[config.mk]
export PLATFORM = sky130hd
export DESIGN_NAME = alu593_stim_gen
export DESIGN_NICKNAME = d
export VERILOG_FILES = /design/src/rtl/alu593_stim_gen_pkg.sv /design/src/rtl/alu593_lfsr32.sv /design/src/rtl/alu593_stim_gen.sv
export SDC_FILE = /design/constraint.sdc
export NUM_CORES = 1
export LEC_CHECK = 0
export CORE_ASPECT_RATIO = 0.6
export CORE_MARGIN = 4
export CORE_UTILIZATION = 45
export CTS_CLUSTER_SIZE = 14
export DETAILED_ROUTE_END_ITERATION = 7
export GPL_TIMING_DRIVEN = 0
export PLACE_DENSITY_LB_ADDON = 0.15
export SLEW_MARGIN = 30
export SYNTH_ARGS = -nofsm -noshare
export SYNTH_HDL_FRONTEND = slang
export SYNTH_SLANG_ARGS = --single-unit
[constraint.sdc]
create_clock -name clk -period 1.9 [get_ports clk]
set_input_delay 0.19 -clock clk [delete_from_list [all_inputs] [get_ports clk]]
set_output_delay 0.19 -clock clk [all_outputs]
set_load 0.005 [all_outputs]
[src/rtl/alu593_stim_gen_pkg.sv]
// Shared types and constants for the ALU593 stimulus generator:
// operation codes, stimulus modes, FSM states and the LFSR step function.
package ALU593_pkg;

    typedef enum logic [3:0] {
        OP_ADD   = 4'h0,
        OP_SUB   = 4'h1,
        OP_AND   = 4'h2,
        OP_OR    = 4'h3,
        OP_XOR   = 4'h4,
        OP_NOT   = 4'h5,
        OP_SHL   = 4'h6,
        OP_SHR   = 4'h7,
        OP_SRA   = 4'h8,
        OP_ROL   = 4'h9,
        OP_ROR   = 4'hA,
        OP_INC   = 4'hB,
        OP_DEC   = 4'hC,
        OP_CMP   = 4'hD,
        OP_PASSA = 4'hE,
        OP_PASSB = 4'hF
    } operation_t;

    typedef enum logic [1:0] {
        MODE_RANDOM   = 2'd0,
        MODE_OP_SWEEP = 2'd1,
        MODE_CORNER   = 2'd2,
        MODE_RSVD     = 2'd3
    } stim_mode_t;

    typedef enum logic [1:0] {
        ST_IDLE = 2'd0,
        ST_RUN  = 2'd1,
        ST_DONE = 2'd2
    } fsm_state_t;

    localparam logic [31:0] LFSR_TAPS = 32'h8020_0003;

    // One Galois right-shift step: shift out bit 0 and fold the taps back in when it was set.
    function automatic logic [31:0] lfsr_next(input logic [31:0] s);
        return {1'b0, s[31:1]} ^ (s[0] ? LFSR_TAPS : 32'h0);
    endfunction

endpackage

[src/rtl/alu593_lfsr32.sv]
// 32-bit Galois LFSR; reset and load both restore the seed, step advances one position.
module alu593_lfsr32
    import ALU593_pkg::*;
(
    input  logic        clk,
    input  logic        reset,
    input  logic        load,
    input  logic [31:0] seed,
    input  logic        step,
    output logic [31:0] state
);

    logic [31:0] r_state;

    always_ff @(posedge clk) begin
        if (reset || load) begin
            r_state <= seed;
        end else if (step) begin
            r_state <= lfsr_next(r_state);
        end
    end

    assign state = r_state;

endmodule

[src/rtl/alu593_stim_gen.sv]
// ALU593 stimulus generator: offers a valid/ready stream of (op, A, B) transactions
// drawn from an LFSR, an op sweep or a corner-value walk, NUM_TXN per run.
module alu593_stim_gen
    import ALU593_pkg::*;
#(
    parameter int          DATA_W  = 8,
    parameter int          NUM_TXN = 1000,
    parameter logic [31:0] SEED    = 32'hACE1_2345
) (
    input  logic              clk,
    input  logic              reset,
    input  logic              start,
    input  logic              abort,
    input  logic [1:0]        mode,
    output logic [3:0]        op,
    output logic [DATA_W-1:0] iA,
    output logic [DATA_W-1:0] iB,
    output logic              valid,
    input  logic              ready,
    output logic              busy,
    output logic              done,
    output logic [15:0]       txn_cnt
);

    localparam logic [15:0] LAST_CNT = 16'(NUM_TXN - 1);

    fsm_state_t  r_state;
    fsm_state_t  w_state_nxt;
    stim_mode_t  r_mode;
    logic [15:0] r_txn_cnt;
    logic        r_done;

    logic [31:0]       w_lfsr;
    logic              w_valid;
    logic              w_start;
    logic              w_abort;
    logic              w_xfer;
    logic              w_finish;
    logic [DATA_W-1:0] w_rnd_a;
    logic [DATA_W-1:0] w_rnd_b;
    logic [3:0]        w_op;
    logic [DATA_W-1:0] w_a;
    logic [DATA_W-1:0] w_b;
    logic              w_unused_lfsr;

    function automatic logic [DATA_W-1:0] pick_operand(input logic [1:0] sel,
                                                       input logic [DATA_W-1:0] field);
        case (sel)
            2'd0:    return '0;
            2'd3:    return '1;
            default: return field;
        endcase
    endfunction

    assign w_valid  = (r_state == ST_RUN);
    assign w_start  = start && (r_state != ST_RUN);
    assign w_abort  = abort && (r_state == ST_RUN);
    // Abort wins over a coincident handshake: such a transfer is not counted.
    assign w_xfer   = w_valid && ready && !w_abort;
    assign w_finish = w_xfer && (r_txn_cnt == LAST_CNT);

    alu593_lfsr32 u_lfsr (
        .clk   (clk),
        .reset (reset),
        .load  (w_start),
        .seed  (SEED),
        .step  (w_xfer),
        .state (w_lfsr)
    );

    always_ff @(posedge clk) begin
        if (reset) begin
            r_state <= ST_IDLE;
        end else begin
            r_state <= w_state_nxt;
        end
    end

    always_comb begin
        w_state_nxt = r_state;
        case (r_state)
            ST_IDLE, ST_DONE: begin
                if (start) begin
                    w_state_nxt = ST_RUN;
                end
            end
            ST_RUN: begin
                if (abort) begin
                    w_state_nxt = ST_IDLE;
                end else if (w_finish) begin
                    w_state_nxt = ST_DONE;
                end
            end
            default: w_state_nxt = ST_IDLE;
        endcase
    end

    always_ff @(posedge clk) begin
        if (reset) begin
            r_mode    <= MODE_RANDOM;
            r_txn_cnt <= 16'd0;
            r_done    <= 1'b0;
        end else if (w_start) begin
            r_mode    <= stim_mode_t'(mode);
            r_txn_cnt <= 16'd0;
            r_done    <= 1'b0;
        end else begin
            if (w_xfer) begin
                r_txn_cnt <= r_txn_cnt + 16'd1;
            end
            if (w_finish) begin
                r_done <= 1'b1;
            end
        end
    end

    // Operand fields: A from bits [6 +: W] gated by [5:4], B from [6+W +: W] gated by [31:30].
    assign w_rnd_a = pick_operand(w_lfsr[5:4],   w_lfsr[6 +: DATA_W]);
    assign w_rnd_b = pick_operand(w_lfsr[31:30], w_lfsr[6+DATA_W +: DATA_W]);
    assign w_unused_lfsr = ^w_lfsr;

    // Outputs depend only on LFSR and count, which freeze while stalled, so they hold.
    always_comb begin
        w_op = 4'd0;
        w_a  = '0;
        w_b  = '0;
        case (r_mode)
            MODE_OP_SWEEP: begin
                w_op = r_txn_cnt[3:0];
                w_a  = w_rnd_a;
                w_b  = w_rnd_b;
            end
            MODE_CORNER: begin
                w_op = r_txn_cnt[5:2];
                w_a  = {DATA_W{r_txn_cnt[1]}};
                w_b  = {DATA_W{r_txn_cnt[0]}};
            end
            default: begin
                w_op = w_lfsr[3:0];
                w_a  = w_rnd_a;
                w_b  = w_rnd_b;
            end
        endcase
        if (!w_valid) begin
            w_op = 4'd0;
            w_a  = '0;
            w_b  = '0;
        end
    end

    assign op      = w_op;
    assign iA      = w_a;
    assign iB      = w_b;
    assign valid   = w_valid;
    assign busy    = w_valid;
    assign done    = r_done;
    assign txn_cnt = r_txn_cnt;

endmodule

==> qor.csv <==
metric,value,unit
busiest layer in global routing,met1,
area delta synth->final,35.55,%
Critical-path top delay cell,dfxtp_4,
ant diodes,0,
IR Drop Worst-Case VDD,429.4,µV
Finished Core Util,0.6392,
required time of the critical path,1710,ps
Yosys warnings,0,
largest net degree at the start of global routing,16,
"critical path, cell by cell",inv_2 > ha_4 > inv_2 > o21ai_4 > buf_6 > a21oi_1 > dlygate4sd2_1,
io pins,46,
clock power share,0.348,
top cell type's share of synthesized area,0.4407,
drt via density,5.221,
Clock Skew,2.436,ps
GR Util met2,0.2693,
FF-to-FF path depth,4,
drt initial violations,152,
PortBufs,45,
"Clk Latency, worst-skew pair",310,ps
initial antenna violation count,0,
Main synth FF type,dfxtp_1,
NetSw,507.9,µW
Bufs and invs on worst path,4,
Routed Antenna Nets,0,
gr usage total,0.1956,
global route overflow,0,
first-pass GRT wire length,10260,µm
outcome,"finished, final reports clean",
RSZ-0062 raised after global routing,true,
Core Area,5105,µm²
Syn Area/Cell,7.570,µm²
Max Fclk,0.5359,GHz
R2R Setup Slk,120,ps
final setup vio count,0,
cts bufs inserted,5,
slew at the pin closest to its max-slew limit,548.2,ps
most frequent cells in the layout,"nand2_1 (84), dfxtp_1 (47), a21oi_1 (45), clkdlybuf4s50_1 (25), nand3_1 (20)",
worst hold path type,input port to flop,
Pleak,0.001198,µW
critical path's largest stage delay,370,ps
critical path's top delay family,buffers and inverters,
CTS root buffer,clkbuf_8,
hpwl dp,4454,µm
layout cell share with drive strength beyond 1,0.1508,
Die X,102.4,µm
DRC,0,
GR Util met3,0.04301,
most area-hungry cell type in the Yosys netlist,dfxtp_1,
CTS tree,done,
Clock Path Buffers,2,
# fillers,459,
FF/Latch Area,1074,µm²
CP max FO,7,
"FF+latch count, synth",53,
asr flop ratio synth,0,
# rows,20,
Max-Cap Viols,0,
via count,2318,
H-tree depth,2,
Post-Place Cells,429,
number of synthesized flops with an enable pin,0,
Die H,64.66,µm
non-filler instance count after layout,444,
hold_sp,mode[1],
"most common cell after layout, fill and taps aside",nand2_1,
period utilization,0.9821,
drt total wl,6116,µm
Total Nets Final,390,
"most used cell, CP",inv_2,
Final min period,1866,ps
"Reg clk slew, reported paths",90,ps
hold_ws,428.3,ps
syn_nets,330,
met1 GRT Util,0.3017,
post-synth cell types,34,
Die ar.,6622,µm²
Gate power share,0.116,
Final Hold Fails,0,
Pins Over Slew Limit,0,
average routed wire per standard cell,13.77,µm
area of the multi-input gates,1333,µm²
initial core utilization,0.4716,
Area contributors post-synth,"dfxtp_1 (44%), nand2_1 (13%), a21oi_1 (10%)",
Mapped Area,2407,µm²
Pwr Density,653.6,nW/µm²
FF-to-FF End,r_state[1]$_SDFFE_PP0P_,
register area share after synthesis,0.4407,
Hold Path Sink,r_mode[1]$_SDFFE_PP0P_,
vias in the first global route,2142,
FF-to-FF Start,txn_cnt[0]$_SDFFE_PP0P_,
Worst Hold Depth,3,
slew margin rel.,0.6317,
Switching Fraction,0.2381,
P_int,1625,µW
gpl congestion,0.8505,
Gate Count Post-Synth,318,
Clock Sinks,53,
critical path startpoint category,flop,
critical path type,flop to primary output,
CP Data Arrival Time,1680,ps
Pre-antenna DRT Iters,4,
CP endpoint kind,primary output,
Seq pwr share,0.535,
## cells by family (layout without fill, tap and decap cells)
| kind of cell | after synthesis | in the layout | share of synthesized area |
|---|---|---|---|
| xor+xnor | 12 | 12 | 0.04366 |
| compound gates | 66 | 66 | 0.1481 |
| flops | 53 | 53 | 0.4407 |
| simple gates | 154 | 154 | 0.2890 |
| fa+ha+maj | 5 | 5 | 0.02599 |
| buf+inv | 28 | 88 | 0.05249 |
## cell usage after synthesis (2+ instances only)
cell type   n
clkbuf_1    4
nor2_1     19
nand3_1    20
inv_1       7
ha_1        5
or3_1       6
o21ai_1     2
nand2_1    84
xor2_1      3
nand2b_1    2
and4_1      2
nor3_1      4
a22oi_1     4
buf_4       2
dfxtp_1    53
nor4_1      5
o21ai_0     6
a21oi_1    49
buf_2      10
buf_1       4
nand4_1     6
xnor2_1     9
## layer usage
| metal | up-vias | part of all wire |
|---|---|---|
| met4 | 0 | 0.011 |
| met5 | - | 0 |
| met3 | 10 | 0.063 |
| met2 | 50 | 0.38 |
| met1 | 1059 | 0.54 |
| li1 | 1199 | - |
## power groups by stage
stage	clock, µW	combinational [µW]	sequential, µW
3_5_place_dp	0	202	1160
5_1_grt	817	274	1140
2_1_floorplan	0	114	1160
4_1_cts	752	237	1140
3_3_place_gp	0	199	1160
6_report	743	248	1140
## cell type report
type,instances,area share
multi-input combinational,237,0.4084
clock buffer,5,0.02109
sequential,53,0.3290
buffer,18,0.02799
clock inverter,2,0.01074
inverter,7,0.009586
tap,66,0.02531
timing repair buffer,56,0.1679
## tightest hold or removal path, stage by stage
cell	delay, ps
clkdlybuf4s50_1	400
nand3_1	60
a21oi_1	50
## worst max path at each step
stage                                  startpoint     to  slack, ps  cells past startpoint
finish                     r_mode[0]$_SDFFE_PP0P_  iA[5]         30                      7
global route               r_mode[0]$_SDFFE_PP0P_  iA[5]        -40                      7
CTS                        r_mode[0]$_SDFFE_PP0P_  iB[4]         -4                      7
detailed placement  u_lfsr.state[30]$_SDFFE_PP0P_  iB[5]       -340                      6
global placement    u_lfsr.state[30]$_SDFFE_PP0P_  iB[3]       -340                      6
floorplan            u_lfsr.state[4]$_SDFFE_PP0P_  iA[0]        340                      5
## stage by stage
step / TNS, ps / area, µm² / setup WS [ps] / power (µW)
finish: 0 / 3263 / 33.97 / 2133
global route: -144.7 / 3263 / -38.10 / 2236
CTS: -11.04 / 3222 / -3.725 / 2131
detailed placement: -5567 / 2940 / -339.4 / 1366
global placement: -5000 / 2940 / -336.8 / 1363
floorplan: 0 / 2407 / 342.1 / 1275
## registers in the layout, summed over array words and instances, names as in the netlist
name	cells
u_lfsr.state	32
r_state	2
txn_cnt	16
r_mode	2
done	1
## what timing repair did
action / 4_1_cts / 5_1_grt
setup endpoints to repair: 21 / 19
hold buffers: 0 / 0
gates resized for setup: 48 / 20
pin swaps: 8 / 3
buffers inserted: 9 / 2
Power figures use the tool's default switching activity.
